===== src/rtl/uart_status_irq_ctrl.sv =====
// Status/interrupt register bank for NUM_CH UART-style channels: live mirror, sticky events, overrun, mask, irq.
// Optional irq re-assert holdoff FSM enabled by defining UART_STATUS_IRQ_HOLDOFF_EN.
module uart_status_irq_ctrl #(
   parameter int unsigned NUM_CH         = 2,
   parameter int unsigned HOLDOFF_CYCLES = 16
) (
   input  logic              clk_i,
   input  logic              rst_i,
   input  logic [NUM_CH-1:0] active_i,
   input  logic [NUM_CH-1:0] done_i,
   input  logic              clear_flags_i,
   input  logic [1:0]        addr_i,
   input  logic              wr_en_i,
   input  logic [7:0]        wdata_i,
   input  logic              rd_en_i,
   output logic [7:0]        rdata_o,
   output logic              irq_o
);

   localparam int unsigned W = 8;
   localparam logic [1:0] ADDR_STATUS  = 2'd0;
   localparam logic [1:0] ADDR_EVENT   = 2'd1;
   localparam logic [1:0] ADDR_MASK    = 2'd2;
   localparam logic [1:0] ADDR_OVERRUN = 2'd3;

   logic [NUM_CH-1:0] live_q, live_d;
   logic [NUM_CH-1:0] event_q, event_d;
   logic [NUM_CH-1:0] overrun_q, overrun_d;
   logic [NUM_CH-1:0] mask_q, mask_d;
   logic [W-1:0]      rdata_q, rdata_d;
   logic              irq_q, irq_d;
   logic [NUM_CH-1:0] w1c_evt, w1c_ovr, ovr_set;
   logic              pending;

   // Upper wdata bits are not stored; parameter folded in to keep it referenced in every build.
   logic unused_bits;
   assign unused_bits = ^{wdata_i, 8'(HOLDOFF_CYCLES)};

   always_comb begin
      w1c_evt = (wr_en_i && addr_i == ADDR_EVENT)   ? wdata_i[NUM_CH-1:0] : '0;
      w1c_ovr = (wr_en_i && addr_i == ADDR_OVERRUN) ? wdata_i[NUM_CH-1:0] : '0;
      ovr_set = done_i & event_q & ~w1c_evt;
      pending = |(event_q & mask_q);

      live_d    = clear_flags_i ? '0 : active_i;
      // A done pulse beats a same-cycle W1C so no event is lost.
      event_d   = clear_flags_i ? '0 : (done_i | (event_q & ~w1c_evt));
      overrun_d = clear_flags_i ? '0 : (ovr_set | (overrun_q & ~w1c_ovr));
      mask_d    = (wr_en_i && addr_i == ADDR_MASK) ? wdata_i[NUM_CH-1:0] : mask_q;

      rdata_d = rdata_q;
      if (rd_en_i) begin
         unique case (addr_i)
            ADDR_STATUS:  rdata_d = W'(live_q);
            ADDR_EVENT:   rdata_d = W'(event_q);
            ADDR_MASK:    rdata_d = W'(mask_q);
            ADDR_OVERRUN: rdata_d = W'(overrun_q);
            default:      rdata_d = '0;
         endcase
      end
   end

   always_ff @(posedge clk_i or posedge rst_i) begin
      if (rst_i) begin
         live_q    <= '0;
         event_q   <= '0;
         overrun_q <= '0;
         mask_q    <= '1;
         rdata_q   <= '0;
      end else begin
         live_q    <= live_d;
         event_q   <= event_d;
         overrun_q <= overrun_d;
         mask_q    <= mask_d;
         rdata_q   <= rdata_d;
      end
   end

`ifdef UART_STATUS_IRQ_HOLDOFF_EN
   localparam int unsigned CNT_W = 8;
   localparam logic [CNT_W-1:0] HOLD_LOAD = CNT_W'(HOLDOFF_CYCLES - 1);

   typedef enum logic [1:0] {
      ST_IDLE   = 2'd0,
      ST_ASSERT = 2'd1,
      ST_HOLD   = 2'd2
   } irq_state_e;

   irq_state_e       state_q, state_d;
   logic [CNT_W-1:0] cnt_q, cnt_d;

   always_ff @(posedge clk_i or posedge rst_i) begin
      if (rst_i) begin
         state_q <= ST_IDLE;
         cnt_q   <= '0;
      end else begin
         state_q <= state_d;
         cnt_q   <= cnt_d;
      end
   end

   // irq register follows the next state so assertion latency matches the plain path.
   always_comb begin
      state_d = state_q;
      cnt_d   = cnt_q;
      if (clear_flags_i) begin
         state_d = ST_IDLE;
         cnt_d   = '0;
      end else begin
         unique case (state_q)
            ST_IDLE: if (pending) state_d = ST_ASSERT;
            ST_ASSERT: begin
               if (!pending) begin
                  state_d = ST_HOLD;
                  cnt_d   = HOLD_LOAD;
               end
            end
            ST_HOLD: begin
               if (cnt_q == '0) state_d = pending ? ST_ASSERT : ST_IDLE;
               else             cnt_d   = cnt_q - CNT_W'(1);
            end
            default: begin
               state_d = ST_IDLE;
               cnt_d   = '0;
            end
         endcase
      end
      irq_d = (state_d == ST_ASSERT);
   end
`else
   always_comb begin
      irq_d = pending;
   end
`endif

   always_ff @(posedge clk_i or posedge rst_i) begin
      if (rst_i) irq_q <= 1'b0;
      else       irq_q <= irq_d;
   end

   assign rdata_o = rdata_q;
   assign irq_o   = irq_q;

endmodule


===== config.mk =====
export PLATFORM = sky130hd
export DESIGN_NAME = uart_status_irq_ctrl
export DESIGN_NICKNAME = d
export VERILOG_FILES = /design/src/rtl/uart_status_irq_ctrl.sv
export SDC_FILE = /design/constraint.sdc
export NUM_CORES = 1
export LEC_CHECK = 0
export ABC_CLOCK_PERIOD_IN_PS = 1300
export BUFFER_PORTS_ARGS = -buffer_cell sky130_fd_sc_hd__buf_2
export CAP_MARGIN = 0
export CORE_UTILIZATION = 43
export CTS_CLUSTER_DIAMETER = 80
export DETAILED_ROUTE_END_ITERATION = 10
export HOLD_SLACK_MARGIN = 0.05
export PLACE_DENSITY = 0.86
export SYNTH_ARGS = -nofsm -noshare
export SYNTH_HDL_FRONTEND = slang
export SYNTH_SLANG_ARGS = --single-unit

===== constraint.sdc =====
create_clock -name clk_i -period 1.3 [get_ports clk_i]
set_clock_uncertainty 0.1 [all_clocks]
set_input_delay 0.26 -clock clk_i [delete_from_list [all_inputs] [get_ports clk_i]]
set_output_delay 0.26 -clock clk_i [all_outputs]
set_load 0.1 [all_outputs]

# == Word-level counts from Yosys, hierarchy flattened ==
# Cells that the tools add are included.
# totals
ff_bits,17
latchBits,0
mem_bits_rw,0
rom_bits,0
in_bits,19
wordCells,29
n_memories,0
# op_classes
addsub,0
multipliers,0
div,0
order_cmp,0
eq_ne,3
n_shift,0
muxes,6
bitwise_logic,9
n_reduce_logical,5
# ops
op,count
$pmux 8 s4,1
$and 2x2->2,5
$mux 2,5
$eq 2x2->1 const B,2
$not 2->2,2
$or 2x2->2,2
$logic_and 1x1->1,3
$eq 2x1->1 const B,1
$logic_not 2->1,1
$reduce_or 2->1,1

# == Logic depth before layout (Yosys ltp) ==
# Gate-level depths: netlist of run 1.
# logic_depth
ltp_word,7
ltp_mapped,3
depth_no_buf,2

# == Least setup slack after synthesis of run 1 ==
# No wires, ideal clock.
# synth_timing
kind,register to register
startpoint,register rdata_o[0] (netlist name)
endpoint,register rdata_q[0] (netlist: rdata_o[0])
arrival_time_ns,1.089
t_required_ns,1.110
slack_ns,0.021
stages_incl_launch_ff,3
period_less_slack_ns,1.279
cell_sequence,dfrtp_1 -> nand2b_1 -> o221ai_1
# synth_rtl
element,line,rtl
end signal: assignment,75,rdata_q <= rdata_d;
end: declaration,30,"logic [W-1:0] rdata_q, rdata_d;"

# == Worst setup path after layout of run 1 ==
# layout_timing
startpoint,register rdata_q[1] (netlist: rdata_o[1])
endpoint,output rdata_o[1]
# layout_rtl
element,line,rtl
end: declaration,16,"output logic [7:0] rdata_o,"
# No word-level cell between the ends.

==> impl_results.md, run 1 <==
* Number of global-route vias before repair at between 400 and 500
* Number of failing setup endpoints in the final timing report at 0
* IO Port Bufs at 15
* Post-synth EDFFs at 0
* Portion of the post-synthesis area used by sequential elements at a little under half
* Outcome: finished clean
* Crit path max-delay cell type: sky130_fd_sc_hd__dfrtp_1
* Cell chain of the critical path: buf_12
* Min-delay worst type: in2reg
* Share of layout cells above drive strength 1 at approximately a third
* Number of placement rows at 12
* Main area contributors after synthesis: sky130_fd_sc_hd__dfrtp_1 39%, sky130_fd_sc_hd__dfstp_2 9.0%, sky130_fd_sc_hd__buf_4 7.7%, sky130_fd_sc_hd__mux2i_1 6.9%, sky130_fd_sc_hd__nand2b_1 5.4%
* CTS HTree Levels at 1
* Number of warnings printed during yosys synthesis at 0
* MaxCap Viol Count at 0
* TritonCTS clock tree: done
* Number of antenna violations at the first check in global routing at 0
* Combined global-route utilization of all metal layers at a little under a fifth
* Sort of element at the end of the critical path: output port
* Maximum number of pins on one net before global-route repair at 12
* Largest driver fanout on the critical path at 2
* Data required time of the worst path at approximately 0.94 ns
* Die Outline Area at approximately 1500 um2
* Flop and latch count out of synthesis at 11
* Final period demand of the worst path at roughly 1.2 ns
* Syn-to-layout area delta at 23.4%
* Vertical die dimension at just under 40 um
* Post-CTS setup-driven buffer insertion count at 0
* Final hold violations at 0
* Total design power at just over 1 mW
* Cell chosen for the clock root: sky130_fd_sc_hd__clkbuf_4
* Mapped Area at ~580 um2
* Peak supply drop at 0.000773 V
* Post-cts resize count at 0
* Kind of launch point of the worst setup path: flop
* Sum of routed wire length over all layers at around 1000 um
* Core Footprint at between 1000 and 1500 um2
* Vias per inst at between 5 and 6
* Synthesized netlist cell count at 50
* Worst path buffer plus inverter count at 1
* Overflow after GRT at 0
* Final-layout fill cell count at between 100 and 150
* Quantity of hold-fixing buffers added after cts at 1
* Number of antenna diodes at 0
* Clock-pin slew on the worst setup and hold paths at roughly 0.07 ns
* X dimension of the die at 38.8 um
* Drt pass-1 iters at 2
* Final Slew Violations at 0
* Sum of negative setup slack at 0 ns
* PwrDens at 1410 nW/um2
* Top cell family by delay on the critical path: flip-flops
* Clock latency at the later pin of the worst-skew pair at approximately 0.26 ns
* Top flip-flop cell by instance count after synthesis: sky130_fd_sc_hd__dfrtp_1
* Crit path DAT at between 0.8 and 0.9 ns
* Final GP Congestion at 0.757
* Final non-filler cell area at just over 700 um2
* Number of buffers between clock root and the deepest sink at 2
* Timing-limited maximum frequency at ~820 MHz
* Detailed-placement wirelength estimate at 793 um
* Crit path largest cell delay at roughly 0.42 ns
* Register area at around 280 um2
* Boundary pin count at 28
* First-pass GRT wire length at approximately 1700 um
* Post-synth cell types at 21
* Area fraction of the dominant cell type after synthesis at between 30 and 40%
* Setup repair after global routing missed its margin: false
* Cell area after placement at around 680 um2
* Crit share post-route at ~94%
* Post-detailed-route DRC marker count at 0
* Mean post-synth cell area at about 12 um2
* TritonCTS sink count at 11
* Total Nets Final at between 80 and 90
* Most frequent cells after synthesis: 9 x sky130_fd_sc_hd__dfrtp_1, 6 x sky130_fd_sc_hd__buf_4, 5 x sky130_fd_sc_hd__nand2b_1, 4 x sky130_fd_sc_hd__mux2i_1, 4 x sky130_fd_sc_hd__nor2b_1
* Leakage at 0.347 nW
* Ys async rst share at 100%
* Routed vias at 427
* Antenna Violating Nets Remaining at 0
* Initial detailed-routing violation count at 4
* Area occupied by multi-input gates at 255 um2
* Worst Setup Path Type: reg2out
* Starting Density at between 40% and 50%
* Area leader, netlist: sky130_fd_sc_hd__dfrtp_1
* Most frequent cell after synthesis: sky130_fd_sc_hd__dfrtp_1
* Post-DR wirelength/cell at ~12 um
* Number of buffers inserted during clock tree synthesis at 3
-- layout make-up --
cell class | count | share of cell area (%)
Timing Repair Buffer | 16 | 18.1
Inverter | 3 | 1.57
Sequential cell | 11 | 38.7
Clock buffer | 4 | 3.66
Multi-Input combinational cell | 34 | 35.5
Tap cell | 14 | 2.44
-- registers in the layout, summed over array words and instances (netlist names) --
register   cells
irq_o          1
event_q        2
mask_q         2
rdata_o        2
overrun_q      2
live_q         2
-- worst register-to-register path, delay by kind of cell, from the launching register on --
| family | cells | cell delay, ns |
|---|---|---|
| DFF | 1 | 0.40 |
| AOI/OAI and AO/OA | 1 | 0.26 |
| and+or+nand+nor | 1 | 0.15 |
-- logic make-up after synthesis --
kind of cell | count (synthesis) | share of synthesized area (%)
simple gates | 15 | 17.6
flops | 11 | 47.7
buf+inv | 10 | 11.6
compound gates | 7 | 11.6
mux | 6 | 10.8
other cells | 1 | 0.645
-- routing by layer --
metal / routed length (um) / track usage [%]
met5: 0 / 0
met2: 515 / 30.4
met1: 438 / 19.9
met4: 21 / 12.9
met3: 43 / 5.20
-- placed cells by master, fill, tap and decap left out, types with 2 or more instances in the layout --
| cell type | count |
|---|---|
| sky130_fd_sc_hd__a22o_1 | 2 |
| sky130_fd_sc_hd__buf_12 | 3 |
| sky130_fd_sc_hd__buf_2 | 12 |
| sky130_fd_sc_hd__clkbuf_4 | 3 |
| sky130_fd_sc_hd__conb_1 | 6 |
| sky130_fd_sc_hd__dfrtp_1 | 9 |
| sky130_fd_sc_hd__dfstp_2 | 2 |
| sky130_fd_sc_hd__inv_1 | 3 |
| sky130_fd_sc_hd__mux2_1 | 2 |
| sky130_fd_sc_hd__mux2i_1 | 4 |
| sky130_fd_sc_hd__nand2b_1 | 5 |
| sky130_fd_sc_hd__nor2b_1 | 4 |
| sky130_fd_sc_hd__o221ai_1 | 2 |
-- worst paths after layout --
check / start / end / slack [ns] / depth (start not counted)
min reg2reg: event_q[1]$_DFF_PP0_ / irq_o$_DFF_PP0_ / 0.44 / 1
min in group asynchronous: rst_i / live_q[0]$_DFF_PP0_ / 0.42 / 3
max: rdata_o[1]$_DFFE_PP0P_ / rdata_o[1] / 0.08 / 1
max in group asynchronous: rst_i / mask_q[1]$_DFFE_PP1P_ / 0.35 / 3
min: active_i[1] / live_q[1]$_DFF_PP0_ / 0.12 / 2
max reg2reg: event_q[0]$_DFF_PP0_ / overrun_q[0]$_DFF_PP0_ / 0.29 / 2
-- metrics by stage --
step                utilization, %  hold slack, ns  std cells  setup slack, ns
floorplan                        -          0.0110         55           0.0211
CTS                           60.5           0.116         82           0.0736
global placement              57.5           0.166         77            0.174
global route                  60.5           0.130         82           0.0406
finish                        60.5           0.117         82           0.0815
detailed placement            57.5           0.171         77            0.139
-- power by group --
group	total (mW)	internal (mW)	switching (mW)
clock	0.229	0.118	0.111
combinational	0.358	0.115	0.243
sequential	0.425	0.392	0.0336
No activity file was read; power rests on OpenSTA's default activity.
==> run 2, diff against run 1 <==
- CORE_MARGIN: default -> 2
- REMOVE_ABC_BUFFERS: default -> 1
==> run 2 against run 1 <==
Non-clock buffer count unchanged. Design area increased by 0.17%. Hold slack improved by 0.0054 ns. Global-route usage decreased by 3.2 points. Critical path depth unchanged. Clock power decreased by 4%. Total power decreased by 1.1%. Via count decreased by 4.7%. Highest routed layer is now met3.
==> impl_results.md, run 2 (synthesized netlist as in run 1, its figures left out) <==
* Crit path max-delay cell type: sky130_fd_sc_hd__dfrtp_1
* Number of placement rows at 13
* Number of global-route vias before repair at between 300 and 400
* Capture instance of the worst register-to-register path: overrun_q[0]$_DFF_PP0_
* Total Nets Final at 88
* Overflow after GRT at 0
* PwrDens at between 1000 and 1500 nW/um2
* Peak supply drop at approximately 0.001 V
* IO Port Bufs at 15
* First-pass GRT wire length at 1590 um
* Data required time of the worst path at 0.94 ns
* Most frequent standard cell in the layout excluding fill and tap cells: sky130_fd_sc_hd__buf_2
* Final hold violations at 0
* Number of failing setup endpoints in the final timing report at 0
* Boundary pin count at 28
* Worst Setup Path Type: reg2out
* Syn-to-layout area delta at 23.7%
* Cell chain of the critical path: buf_12
* Setup repair after global routing missed its margin: false
* Routed vias at 407
* X dimension of the die at a little over 40 um
* Number of antenna diodes at 0
* Crit share post-route at 93.4%
* Worst path buffer plus inverter count at 1
* Post-cts resize count at 0
* TritonCTS clock tree: done
* Final period demand of the worst path at approximately 1.2 ns
* Crit path largest cell delay at 0.41 ns
* Outcome: finished clean
* Post-detailed-route DRC marker count at 0
* Number of buffers inserted during clock tree synthesis at 3
* Detailed-placement wirelength estimate at roughly 720 um
* Die Outline Area at ~1700 um2
* Sum of negative setup slack at 0 ns
* Crit path DAT at roughly 0.85 ns
* Vertical die dimension at ~41 um
* Drt pass-1 iters at 4
* Total placed cells including tap cells at 78
* Final-layout fill cell count at around 120
* Core Footprint at 1280 um2
* Most used cells in the layout excluding fill and tap cells: 12 x sky130_fd_sc_hd__buf_2, 9 x sky130_fd_sc_hd__dfrtp_1, 6 x sky130_fd_sc_hd__conb_1, 5 x sky130_fd_sc_hd__nand2b_1
* Min-delay worst type: in2reg
* Clock-pin slew on the worst setup and hold paths at around 0.070 ns
* Worst reg-to-reg setup slack at 0.28 ns
* Starting Density at 45.3%
* Origin of the worst min-delay path: active_i[0]
* Cell Count, Final, Fillers Out at 83
* Combined global-route utilization of all metal layers at between 10% and 20%
* Final Slew Violations at 0
* Number of antenna violations at the first check in global routing at 0
* MaxCap Viol Count at 0
* Initial detailed-routing violation count at 3
* Timing-limited maximum frequency at 823 MHz
* CTS HTree Levels at 1
* Kind of launch point of the worst setup path: flop
* Cell chosen for the clock root: sky130_fd_sc_hd__clkbuf_4
* Clock latency at the later pin of the worst-skew pair at 0.26 ns
* Sort of element at the end of the critical path: output port
* Hold endpoint: live_q[0]$_DFF_PP0_
* Vias per inst at 4.90
* Count of cells along the worst register-to-register path at 2
* Leakage at around 0.35 nW
* Hold depth at 2
* Maximum number of pins on one net before global-route repair at 12
* Worst r2r src: event_q[0]$_DFF_PP0_
* Antenna Violating Nets Remaining at 0
* Top cell family by delay on the critical path: flip-flops
* Number of buffers between clock root and the deepest sink at 2
* TritonCTS sink count at 11
* Share of layout cells above drive strength 1 at 32.4%
* Sum of routed wire length over all layers at around 920 um
* Final GP Congestion at roughly 0.76
* Post-DR wirelength/cell at roughly 11 um
* Largest driver fanout on the critical path at 2
## run 2: through the flow
stage               setup WS, ns  hold WS [ns]  instance area [um2]  power (mW)  util, %
floorplan                 0.0211        0.0110                  544       0.668        -
global placement           0.176         0.158                  683       0.782     53.2
detailed placement         0.172         0.170                  683       0.786     53.2
CTS                       0.0762         0.119                  719        1.01     56.0
global route              0.0441         0.111                  719        1.06     56.0
finish                    0.0856         0.123                  719        1.00     56.0
## run 2: how the worst max path moves through the flow
| stage | from | to | cells past startpoint |
|---|---|---|---|
| 2_1_floorplan | rdata_o[0]$_DFFE_PP0P_ | rdata_o[0]$_DFFE_PP0P_ | 2 |
| 3_3_place_gp | addr_i[1] | overrun_q[0]$_DFF_PP0_ | 3 |
| 3_5_place_dp | addr_i[1] | overrun_q[0]$_DFF_PP0_ | 3 |
| 4_1_cts | rdata_o[1]$_DFFE_PP0P_ | rdata_o[1] | 1 |
| 5_1_grt | rdata_o[1]$_DFFE_PP0P_ | rdata_o[1] | 1 |
| 6_report | rdata_o[1]$_DFFE_PP0P_ | rdata_o[1] | 1 |
## run 2: layout make-up
type | count | area, um2 | share of cell area [%]
flip-flops and latches | 11 | 278 | 38.6
clock buffers | 4 | 26.3 | 3.65
well taps | 15 | 18.8 | 2.61
inverters | 3 | 11.3 | 1.57
multi-input cells | 34 | 255 | 35.5
repair buffers | 16 | 130 | 18.1
## run 2: where the power goes
group,internal (mW),total (mW),switching (mW)
registers,0.392,0.424,0.0318
clock network,0.118,0.219,0.101
logic,0.115,0.358,0.243
## run 2: what timing repair did
item | 4_1_cts | 5_1_grt
endpoints found under the hold margin | 9 | 0
hold buffers | 1 | 0
buffers inserted | 0 | 0
## run 2: routing by layer
metal | share of wire (%) | up-vias | global-route usage, %
li1 | - | 202 | -
met1 | 45 | 191 | 18.1
met2 | 47 | 14 | 23.0
met3 | 7.2 | 0 | 9.78
met4 | 0 | 0 | 2.50
met5 | 0 | - | 0
==> run 3, diff against run 2 <==
- CORE_AREA: default -> 2 2 39 41
- CORE_MARGIN: 2 -> default
- CORE_UTILIZATION: 43 -> default
- CTS_BUF_LIST: default -> sky130_fd_sc_hd__clkbuf_4
- DIE_AREA: default -> 0 0 41 43
- PLACE_DENSITY: 0.86 -> 0.87
- TNS_END_PERCENT: default -> 50
==> run 3 against run 2 <==
Global-route usage down 1.7 points. Combinational power about the same. Routed wire length is 2.7% higher. Critical path type unchanged. Largest cell class unchanged.
==> impl_results.md, run 3 (synthesized netlist as in run 1, its figures left out) <==
* MaxCap Viol Count at 0
* Final period demand of the worst path at around 1.2 ns
* Sum of negative setup slack at 0 ns
* Final-layout fill cell count at 130
* Die Outline Area at 1760 um2
* Worst path buffer plus inverter count at 1
* Clock latency at the later pin of the worst-skew pair at roughly 0.27 ns
* Min-delay worst type: in2reg
* Sort of element at the end of the critical path: output port
* Leakage at about 0.35 nW
* Largest driver fanout on the critical path at 2
* Pre-CTS setup slack at about 0.13 ns
* Overflow after GRT at 0
* Cell chosen for the clock root: sky130_fd_sc_hd__clkbuf_4
* Core utilization of the finished layout at between 50% and 60%
* Syn-to-layout area delta at 24.5%
* Vertical die dimension at around 43 um
* Number of buffers inserted during clock tree synthesis at 3
* Boundary pin count at 28
* IO Port Bufs at 15
* Drt pass-1 iters at 2
* Final Slew Violations at 0
* Antenna Violating Nets Remaining at 0
* Peak supply drop at approximately 0.00084 V
* Clock-pin slew on the worst setup and hold paths at 0.06 ns
* Number of failing setup endpoints in the final timing report at 0
* Outcome: finished clean
* Most frequent standard cell in the layout excluding fill and tap cells: sky130_fd_sc_hd__buf_2
* Crit path largest cell delay at slightly above 0.4 ns
* Number of antenna diodes at 0
* Post-CTS setup-driven buffer insertion count at 0
* Core Footprint at around 1400 um2
* Timing-limited maximum frequency at slightly above 800 MHz
* Final GP Congestion at approximately 0.7
* Crit path DAT at between 0.8 and 0.9 ns
* Initial detailed-routing violation count at 2
* CTS HTree Levels at 1
* Combined global-route utilization of all metal layers at between 10% and 20%
* Kind of launch point of the worst setup path: flop
* Register area at about 280 um2
* Most used cells in the layout excluding fill and tap cells: 12 x sky130_fd_sc_hd__buf_2, 9 x sky130_fd_sc_hd__dfrtp_1, 6 x sky130_fd_sc_hd__conb_1, 5 x sky130_fd_sc_hd__nand2b_1
* Number of antenna violations at the first check in global routing at 0
* X dimension of the die at slightly above 40 um
* Data required time of the worst path at ~0.94 ns
* Crit share post-route at a little over nine tenths
* Worst reg-to-reg setup slack at around 0.31 ns
* First-pass GRT wire length at about 1500 um
* Number of placement rows at 14
* Vias per inst at around 4.8
* Detailed-placement wirelength estimate at roughly 760 um
* Sum of routed wire length over all layers at approximately 950 um
* Share of layout cells above drive strength 1 at between 30% and 40%
* Area occupied by multi-input gates at ~260 um2
* PnR worst setup slack at approximately 0.083 ns
* Post-DR wirelength/cell at 11.3 um
* Final hold violations at 0
* Post-Route Hold Slack at around 0.11 ns
* TritonCTS sink count at 11
* Top cell family by delay on the critical path: flip-flops
* PwrDens at about 1400 nW/um2
* Routed vias at 400
* Cell chain of the critical path: buf_12
* Setup repair after global routing missed its margin: false
* Crit path max-delay cell type: sky130_fd_sc_hd__dfrtp_1
* Worst Setup Path Type: reg2out
* Maximum number of pins on one net before global-route repair at 12
* Post-detailed-route DRC marker count at 0
* TritonCTS clock tree: done
* Total Nets Final at between 80 and 90
* Post-cts resize count at 0
* Number of buffers between clock root and the deepest sink at 2
* Starting Density at 42.0%
* Number of global-route vias before repair at 380
run 3: final timing paths:
kind                                         from                endpoint  cells after the start
max in group asynchronous                   rst_i   mask_q[1]$_DFFE_PP1P_                      3
max                        rdata_o[1]$_DFFE_PP0P_              rdata_o[1]                      1
max reg2reg                  event_q[0]$_DFF_PP0_  overrun_q[0]$_DFF_PP0_                      2
min reg2reg                  event_q[0]$_DFF_PP0_         irq_o$_DFF_PP0_                      1
min in group asynchronous                   rst_i  overrun_q[1]$_DFF_PP0_                      3
min                                   active_i[1]     live_q[1]$_DFF_PP0_                      2
run 3: per-stage QoR:
step                cells  total power, mW  area [um2]
finish                 84             1.03         724
CTS                    84             1.04         724
global route           84             1.08         724
detailed placement     79            0.789         684
floorplan              48            0.668         544
global placement       79            0.781         684
run 3: report_power, final:
group	switching, mW	leakage (nW)	internal [mW]
registers	0.0327	0.136	0.392
clock network	0.112	0.0184	0.140
logic	0.242	0.196	0.115
run 3: final cells by class:
type	count	share of cell area [%]
multi-input combinational	34	35.2
inverter	3	1.55
clock buffer	4	4.15
sequential	11	38.3
timing repair buffer	16	18.0
tap	16	2.76
run 3: repair_timing:
item | in CTS | in global routing
endpoints found under the setup margin | 0 | 0
endpoints found under the hold margin | 9 | 0
hold buffers | 1 | 0
run 3: metal layers:
| layer | part of all wire (%) | wire (um) | track usage (%) |
|---|---|---|---|
| met1 | 45 | 423 | 15.9 |
| met2 | 48 | 451 | 20.9 |
| met3 | 5.4 | 51 | 4.71 |
| met4 | 2.2 | 21 | 6.00 |
| met5 | 0 | 0 | 0 |
